## src/rtl/riscv_core_dcache_pkg.sv

```systemverilog
// rtl/riscv_core_dcache_pkg.sv - shared FSM states and AXI constants for the dcache AXI bridge
package riscv_core_dcache_pkg;

    typedef enum logic [2:0] {
        ST_IDLE,
        ST_RD_ADDR,
        ST_RD_DATA,
        ST_WR_REQ,
        ST_WR_RESP,
        ST_DONE
    } state_t;

    localparam logic [1:0] AXI_RESP_OKAY    = 2'b00;
    localparam logic [1:0] AXI_BURST_INCR   = 2'b01;
    localparam logic [2:0] AXI_SIZE_32B     = 3'b101;
    localparam int         LINE_OFFSET_BITS = 5;

endpackage

```

## src/rtl/riscv_core_dcache_wlane_align.sv

```systemverilog
// rtl/riscv_core_dcache_wlane_align.sv - places a 64-bit store into its lane of a 256-bit AXI beat
module riscv_core_dcache_wlane_align
    import riscv_core_dcache_pkg::*;
#(
    parameter int CORE_DATA_WIDTH = 64,
    parameter int AXI_DATA_WIDTH  = 256
) (
    input  logic [1:0]                   lane,
    input  logic [CORE_DATA_WIDTH-1:0]   data,
    input  logic [CORE_DATA_WIDTH/8-1:0] strobe,
    output logic [AXI_DATA_WIDTH-1:0]    wdata,
    output logic [AXI_DATA_WIDTH/8-1:0]  wstrb
);

    localparam int LANES      = AXI_DATA_WIDTH / CORE_DATA_WIDTH;
    localparam int PAD_STROBE = AXI_DATA_WIDTH / 8 - CORE_DATA_WIDTH / 8;

    // Data goes to every lane; only the strobes select the addressed one.
    assign wdata = {LANES{data}};
    assign wstrb = {{PAD_STROBE{1'b0}}, strobe} << {lane, 3'b000};

endmodule

```

## src/rtl/riscv_core_dcache_axi_bridge.sv

```systemverilog
// rtl/riscv_core_dcache_axi_bridge.sv - dcache line-fill / write-through requests to single-beat AXI4
module riscv_core_dcache_axi_bridge
    import riscv_core_dcache_pkg::*;
#(
    parameter int ADDR_WIDTH      = 64,
    parameter int CORE_DATA_WIDTH = 64,
    parameter int AXI_DATA_WIDTH  = 256,
    parameter int AXI_ID_WIDTH    = 4,
    parameter int AXI_ID          = 0
) (
    input  logic                        i_clk,
    input  logic                        i_rst_n,
    input  logic                        i_mem_read_req,
    input  logic [ADDR_WIDTH-1:0]       i_mem_read_address,
    output logic                        o_mem_read_done,
    output logic [AXI_DATA_WIDTH-1:0]   o_mem_read_data,
    input  logic                        i_mem_write_valid,
    input  logic [ADDR_WIDTH-1:0]       i_mem_write_address,
    input  logic [CORE_DATA_WIDTH-1:0]  i_mem_write_data,
    input  logic [7:0]                  i_mem_write_strobe,
    output logic                        o_mem_write_done,
    output logic                        o_bus_error,
    output logic                        m_axi_arvalid,
    input  logic                        m_axi_arready,
    output logic [ADDR_WIDTH-1:0]       m_axi_araddr,
    output logic [AXI_ID_WIDTH-1:0]     m_axi_arid,
    output logic [7:0]                  m_axi_arlen,
    output logic [2:0]                  m_axi_arsize,
    output logic [1:0]                  m_axi_arburst,
    input  logic                        m_axi_rvalid,
    output logic                        m_axi_rready,
    input  logic [AXI_DATA_WIDTH-1:0]   m_axi_rdata,
    input  logic [1:0]                  m_axi_rresp,
    input  logic                        m_axi_rlast,
    output logic                        m_axi_awvalid,
    input  logic                        m_axi_awready,
    output logic [ADDR_WIDTH-1:0]       m_axi_awaddr,
    output logic [AXI_ID_WIDTH-1:0]     m_axi_awid,
    output logic [7:0]                  m_axi_awlen,
    output logic [2:0]                  m_axi_awsize,
    output logic [1:0]                  m_axi_awburst,
    output logic                        m_axi_wvalid,
    input  logic                        m_axi_wready,
    output logic [AXI_DATA_WIDTH-1:0]   m_axi_wdata,
    output logic [AXI_DATA_WIDTH/8-1:0] m_axi_wstrb,
    output logic                        m_axi_wlast,
    input  logic                        m_axi_bvalid,
    output logic                        m_axi_bready,
    input  logic [1:0]                  m_axi_bresp
);

    state_t                      state;
    state_t                      state_next;
    logic [ADDR_WIDTH-1:0]       addr_q;
    logic [CORE_DATA_WIDTH-1:0]  data_q;
    logic [7:0]                  strb_q;
    logic                        op_write;
    logic                        err_q;
    logic                        aw_done;
    logic                        w_done;
    logic [AXI_DATA_WIDTH-1:0]   rdata_q;
    logic [ADDR_WIDTH-1:0]       line_addr;
    logic                        unused_bits;

    assign line_addr   = {addr_q[ADDR_WIDTH-1:LINE_OFFSET_BITS], {LINE_OFFSET_BITS{1'b0}}};
    assign unused_bits = ^{m_axi_rlast, addr_q[2:0]};

    assign m_axi_araddr  = line_addr;
    assign m_axi_arid    = AXI_ID_WIDTH'(AXI_ID);
    assign m_axi_arlen   = 8'd0;
    assign m_axi_arsize  = AXI_SIZE_32B;
    assign m_axi_arburst = AXI_BURST_INCR;
    assign m_axi_awaddr  = line_addr;
    assign m_axi_awid    = AXI_ID_WIDTH'(AXI_ID);
    assign m_axi_awlen   = 8'd0;
    assign m_axi_awsize  = AXI_SIZE_32B;
    assign m_axi_awburst = AXI_BURST_INCR;
    assign m_axi_wlast   = 1'b1;
    assign o_mem_read_data = rdata_q;

    riscv_core_dcache_wlane_align #(
        .CORE_DATA_WIDTH (CORE_DATA_WIDTH),
        .AXI_DATA_WIDTH  (AXI_DATA_WIDTH)
    ) u_wlane_align (
        .lane   (addr_q[LINE_OFFSET_BITS-1:3]),
        .data   (data_q),
        .strobe (strb_q),
        .wdata  (m_axi_wdata),
        .wstrb  (m_axi_wstrb)
    );

    always_ff @(posedge i_clk or negedge i_rst_n) begin
        if (!i_rst_n) state <= ST_IDLE;
        else          state <= state_next;
    end

    always_comb begin
        state_next       = state;
        m_axi_arvalid    = 1'b0;
        m_axi_rready     = 1'b0;
        m_axi_awvalid    = 1'b0;
        m_axi_wvalid     = 1'b0;
        m_axi_bready     = 1'b0;
        o_mem_read_done  = 1'b0;
        o_mem_write_done = 1'b0;
        o_bus_error      = 1'b0;
        case (state)
            ST_IDLE: begin
                if (i_mem_read_req)         state_next = ST_RD_ADDR;
                else if (i_mem_write_valid) state_next = ST_WR_REQ;
            end
            ST_RD_ADDR: begin
                m_axi_arvalid = 1'b1;
                if (m_axi_arready) state_next = ST_RD_DATA;
            end
            ST_RD_DATA: begin
                m_axi_rready = 1'b1;
                if (m_axi_rvalid) state_next = ST_RD_DATA == state ? ST_DONE : state;
            end
            ST_WR_REQ: begin
                // AW and W complete independently; leave only once both have handshaken.
                m_axi_awvalid = !aw_done;
                m_axi_wvalid  = !w_done;
                if ((aw_done || m_axi_awready) && (w_done || m_axi_wready)) state_next = ST_WR_RESP;
            end
            ST_WR_RESP: begin
                m_axi_bready = 1'b1;
                if (m_axi_bvalid) state_next = ST_DONE;
            end
            ST_DONE: begin
                o_mem_read_done  = !op_write;
                o_mem_write_done = op_write;
                o_bus_error      = err_q;
                state_next       = ST_IDLE;
            end
            default: state_next = ST_IDLE;
        endcase
    end

    always_ff @(posedge i_clk or negedge i_rst_n) begin
        if (!i_rst_n) begin
            addr_q   <= '0;
            data_q   <= '0;
            strb_q   <= '0;
            op_write <= 1'b0;
            err_q    <= 1'b0;
            aw_done  <= 1'b0;
            w_done   <= 1'b0;
            rdata_q  <= '0;
        end else begin
            case (state)
                ST_IDLE: begin
                    aw_done <= 1'b0;
                    w_done  <= 1'b0;
                    err_q   <= 1'b0;
                    if (i_mem_read_req) begin
                        addr_q   <= i_mem_read_address;
                        op_write <= 1'b0;
                    end else if (i_mem_write_valid) begin
                        addr_q   <= i_mem_write_address;
                        data_q   <= i_mem_write_data;
                        strb_q   <= i_mem_write_strobe;
                        op_write <= 1'b1;
                    end
                end
                ST_RD_DATA: begin
                    if (m_axi_rvalid) begin
                        rdata_q <= m_axi_rdata;
                        err_q   <= (m_axi_rresp != AXI_RESP_OKAY);
                    end
                end
                ST_WR_REQ: begin
                    if (m_axi_awready) aw_done <= 1'b1;
                    if (m_axi_wready)  w_done  <= 1'b1;
                end
                ST_WR_RESP: begin
                    if (m_axi_bvalid) err_q <= (m_axi_bresp != AXI_RESP_OKAY);
                end
                default: ;
            endcase
        end
    end

endmodule

```

## config.mk

```make
export PLATFORM = sky130hd
export DESIGN_NAME = riscv_core_dcache_axi_bridge
export DESIGN_NICKNAME = d
export VERILOG_FILES = /design/src/rtl/riscv_core_dcache_pkg.sv /design/src/rtl/riscv_core_dcache_wlane_align.sv /design/src/rtl/riscv_core_dcache_axi_bridge.sv
export SDC_FILE = /design/constraint.sdc
export NUM_CORES = 1
export LEC_CHECK = 0
export BUFFER_PORTS_ARGS = -buffer_cell sky130_fd_sc_hd__clkbuf_2
export CORE_AREA = 3 3 457 459
export DETAILED_ROUTE_END_ITERATION = 6
export DIE_AREA = 0 0 460 462
export REMOVE_ABC_BUFFERS = 1
export SLEW_MARGIN = 20
export SYNTH_ARGS = -nofsm -noshare
export SYNTH_HDL_FRONTEND = slang
export SYNTH_HIERARCHICAL = 1
export SYNTH_SLANG_ARGS = --single-unit
```

## constraint.sdc

```tcl
create_clock -name i_clk -period 4.8 [get_ports i_clk]
set_input_delay 1.2 -clock i_clk [delete_from_list [all_inputs] [get_ports i_clk]]
set_output_delay 1.2 -clock i_clk [all_outputs]
set_load 0.01 [all_outputs]
```

==> impl_metrics.tcl <==
set metrics [dict create \
    outcome "finished clean" \
    crit_slowest_cell "dfrtp_1" \
    leakagePower_nw 13.7 \
    path_max_fanout 12 \
    r2r_end "o_mem_read_data[130]$_DFFE_PN0P_" \
    synth_edf_count 0 \
    io-pin-count 1185 \
    place_ws_ns 1.64 \
    initial_core_util_pct 9.74 \
    area_delta_synth_final_pct 38.8 \
    dieHeight_um 462 \
    p_per_area_nw_per_um2 762 \
    critPathKind "reg -> out" \
    async_flop_share_pct 100 \
    drive_gt1_share_pct 69.0 \
    r2r_start "state[1]$_DFFE_PN0P_" \
    clk_latency_ns 0.66 \
    drv_cap 0 \
    syn_area_um2 20000 \
    drtAntennaViolNets 0 \
    htree_levels 2 \
    tightest_slew_ns 0.921 \
    finalPower_w 0.0211 \
    hold_viol_final 0 \
    drt-wirelength-per-cell_um 26.9 \
    rrSetupSlack_ns 2.12 \
    die-area_um2 213000 \
    yosysSeqAreaShare_pct 49.7 \
    via_per_inst 2.94 \
    holdPathStages 1 \
    path_delay_family "flip-flops" \
    vdd_drop_max_mv 0.351 \
    timing.fmax_mhz 304 \
    cp_cell_sequence "nand2_1, nor3_1, clkbuf_2" \
    clock_skew_ns 0.0222 \
    fin_hold_ws_ns 0.489 \
    ctsLongestPathBuffers 3 \
    maxSlewHeadroom_pct 38.6 \
    synth_top_area_share_pct 49.7 \
    cts.sinks 396 \
    synth_ff_type "dfrtp_1" \
    reg2regPathDepth 3 \
    layout_min_cycle_time_ns 3.29 \
    fin_ws_ns 1.51 \
    cts_buffers 54 \
    place.gp.congestion 0.963 \
    ys_warn_count 6 \
    drt-initial-drc-count 805 \
    tns_ns 0 \
    synthTopCellsByArea "dfrtp_1 50%, mux2_4 18%, buf_4 16%, mux2_2 4.9%, mux2i_1 3.1%" \
    hp-start "o_mem_read_data[85]$_DFFE_PN0P_" \
    postCtsSetupRepairBufs 0 \
    worstHoldEndpoint "o_mem_read_data[85]$_DFFE_PN0P_" \
    grt_pass1_wl_um 163000 \
    dp_hpwl_um 118000 \
    path_buf_inv 1 \
    drt_wl_total_um 135000 \
    cts_tree "yes" \
    portBuffers 1132 \
    grt_max_degree 97 \
    rsz0062_at_grt "no" \
    hold_buffers 0 \
    die_x_um 460 \
    synth_top_area_cell "dfrtp_1" \
    crit_required_ns 3.60 \
    overflow 0 \
    ctsRootBufferMaster "clkbuf_16" \
    startpoint_type "flop" \
    finalSetupViolations 0 \
    worst_path_largest_cell_delay_ns 0.61 \
    coreArea_um2 205000 \
    final_core_util_pct 13.5 \
    ys_ff_latch 396 \
    hp-class "reg -> reg" \
    syn_avg_cell_area_um2 13.5 \
    synthCells 1478 \
    grtUsageTotal_pct 12.0 \
    critical_path_arrival_ns 2.09 \
    maxSlewViolCount 0 \
    period_share_pct 68.5 \
    cts_resized 0 \
    nFillCells 23100 \
    grt_pass1_vias 14500 \
    clkTransAtPathRegs_ns 0.06 \
    rows 166 \
    endpoint_kind "primary output" \
    antenna_found_initial 118 \
    via_count 14800 \
    layout.nets 2727 \
    first_pass_iters 5 \
    synth.distinct_cells 36 \
    post-route-drc-count 0 \
]
## where the power goes
part,total [W],internal [W],switching (W),leakage (nW)
Sequential,0.00712,0.00503,0.00209,4.69
Clock,0.00423,0.00250,0.00173,0.891
Combinational,0.00976,0.00417,0.00559,8.10
Total,0.0211,0.0117,0.00941,13.7
## per-layer routing
layer | global-route usage (%) | wire length [um] | up-vias
li1 | - | - | 6135
met2 | 20.6 | 66000 | 1105
met1 | 12.2 | 46400 | 7197
met3 | 6.47 | 17000 | 270
met5 | 0 | 425 | -
met4 | 4.73 | 5180 | 62
## final cells by class
class / count / area, um^2 / share of cell area [%]
clock buffer: 71 / 1520 / 5.47
multi-input combinational: 635 / 6470 / 23.4
sequential: 396 / 9910 / 35.8
antenna: 28 / 70.1 / 0.253
tap: 2688 / 3360 / 12.1
clock inverter: 28 / 329 / 1.19
timing repair buffer: 1165 / 6030 / 21.7
inverter: 5 / 18.8 / 0.0677
## Yosys cell counts, types with 2 or more instances
| master | n |
|---|---|
| a21oi_1 | 66 |
| and3_1 | 9 |
| and3b_1 | 16 |
| buf_2 | 22 |
| buf_4 | 421 |
| buf_6 | 40 |
| conb_1 | 2 |
| dfrtp_1 | 396 |
| inv_1 | 5 |
| mux2_1 | 4 |
| mux2_2 | 86 |
| mux2_4 | 239 |
| mux2i_1 | 61 |
| nand2_1 | 3 |
| nand3_1 | 2 |
| nor2_1 | 67 |
| nor2b_1 | 4 |
| nor3_1 | 4 |
| nor3b_1 | 9 |
| o21ai_0 | 4 |
| o22ai_1 | 2 |
| o2bb2ai_1 | 2 |
## cells by family after synthesis
| kind of cell | after synthesis | synth area share, % |
|---|---|---|
| buf+inv | 490 | 18.8 |
| mux | 390 | 26.1 |
| other cells | 2 | 0.0376 |
| compound gates | 79 | 2.10 |
| flops | 396 | 49.7 |
| simple gates | 121 | 3.30 |
## worst max path at each step
stage / from / to / cells after the start
final: state[2]$_DFFE_PN0P_ / o_mem_read_done / 3
after global routing: state[2]$_DFFE_PN0P_ / o_mem_read_done / 3
after CTS: state[2]$_DFFE_PN0P_ / o_mem_read_done / 3
after detailed placement: m_axi_rvalid / o_mem_read_data[0]$_DFFE_PN0P_ / 4
after global placement: m_axi_rvalid / o_mem_read_data[0]$_DFFE_PN0P_ / 4
after floorplan: m_axi_rvalid / o_mem_read_data[0]$_DFFE_PN0P_ / 2
## through the flow
step | cell area [um^2] | cells
6_report | 27700 | 5016
5_1_grt | 27700 | 5004
4_1_cts | 27600 | 4988
3_5_place_dp | 25800 | 4889
3_3_place_gp | 25800 | 4889
2_1_floorplan | 16400 | 1036
## flip-flops by register name, indices dropped and copies added (netlist names)
signal,cells
strb_q,8
o_mem_read_data,256
err_q,1
op_write,1
data_q,64
state,3
addr_q,61
aw_done,1
w_done,1
## cells in the final DEF (no fill, tap or decap), types with 5 or more instances in the layout
master,instances
mux2_2,86
clkinv_4,5
clkbuf_2,1130
clkbuf_16,55
buf_4,26
clkbuf_8,8
dfrtp_1,396
buf_12,8
and3b_1,16
conb_1,45
clkinv_2,8
bufinv_16,5
mux2i_1,61
nor2_1,67
clkinvlp_4,6
inv_1,5
nor3b_1,9
a21oi_1,66
diode_2,28
and3_1,8
mux2_4,239
clkbuf_1,8
## worst reg2reg max path: stages (launching register included)
cell     delay (ns)
dfrtp_1        0.75
and3_4         0.81
buf_4          0.59
mux2_2         0.41
Power figures use the tool's default switching activity.
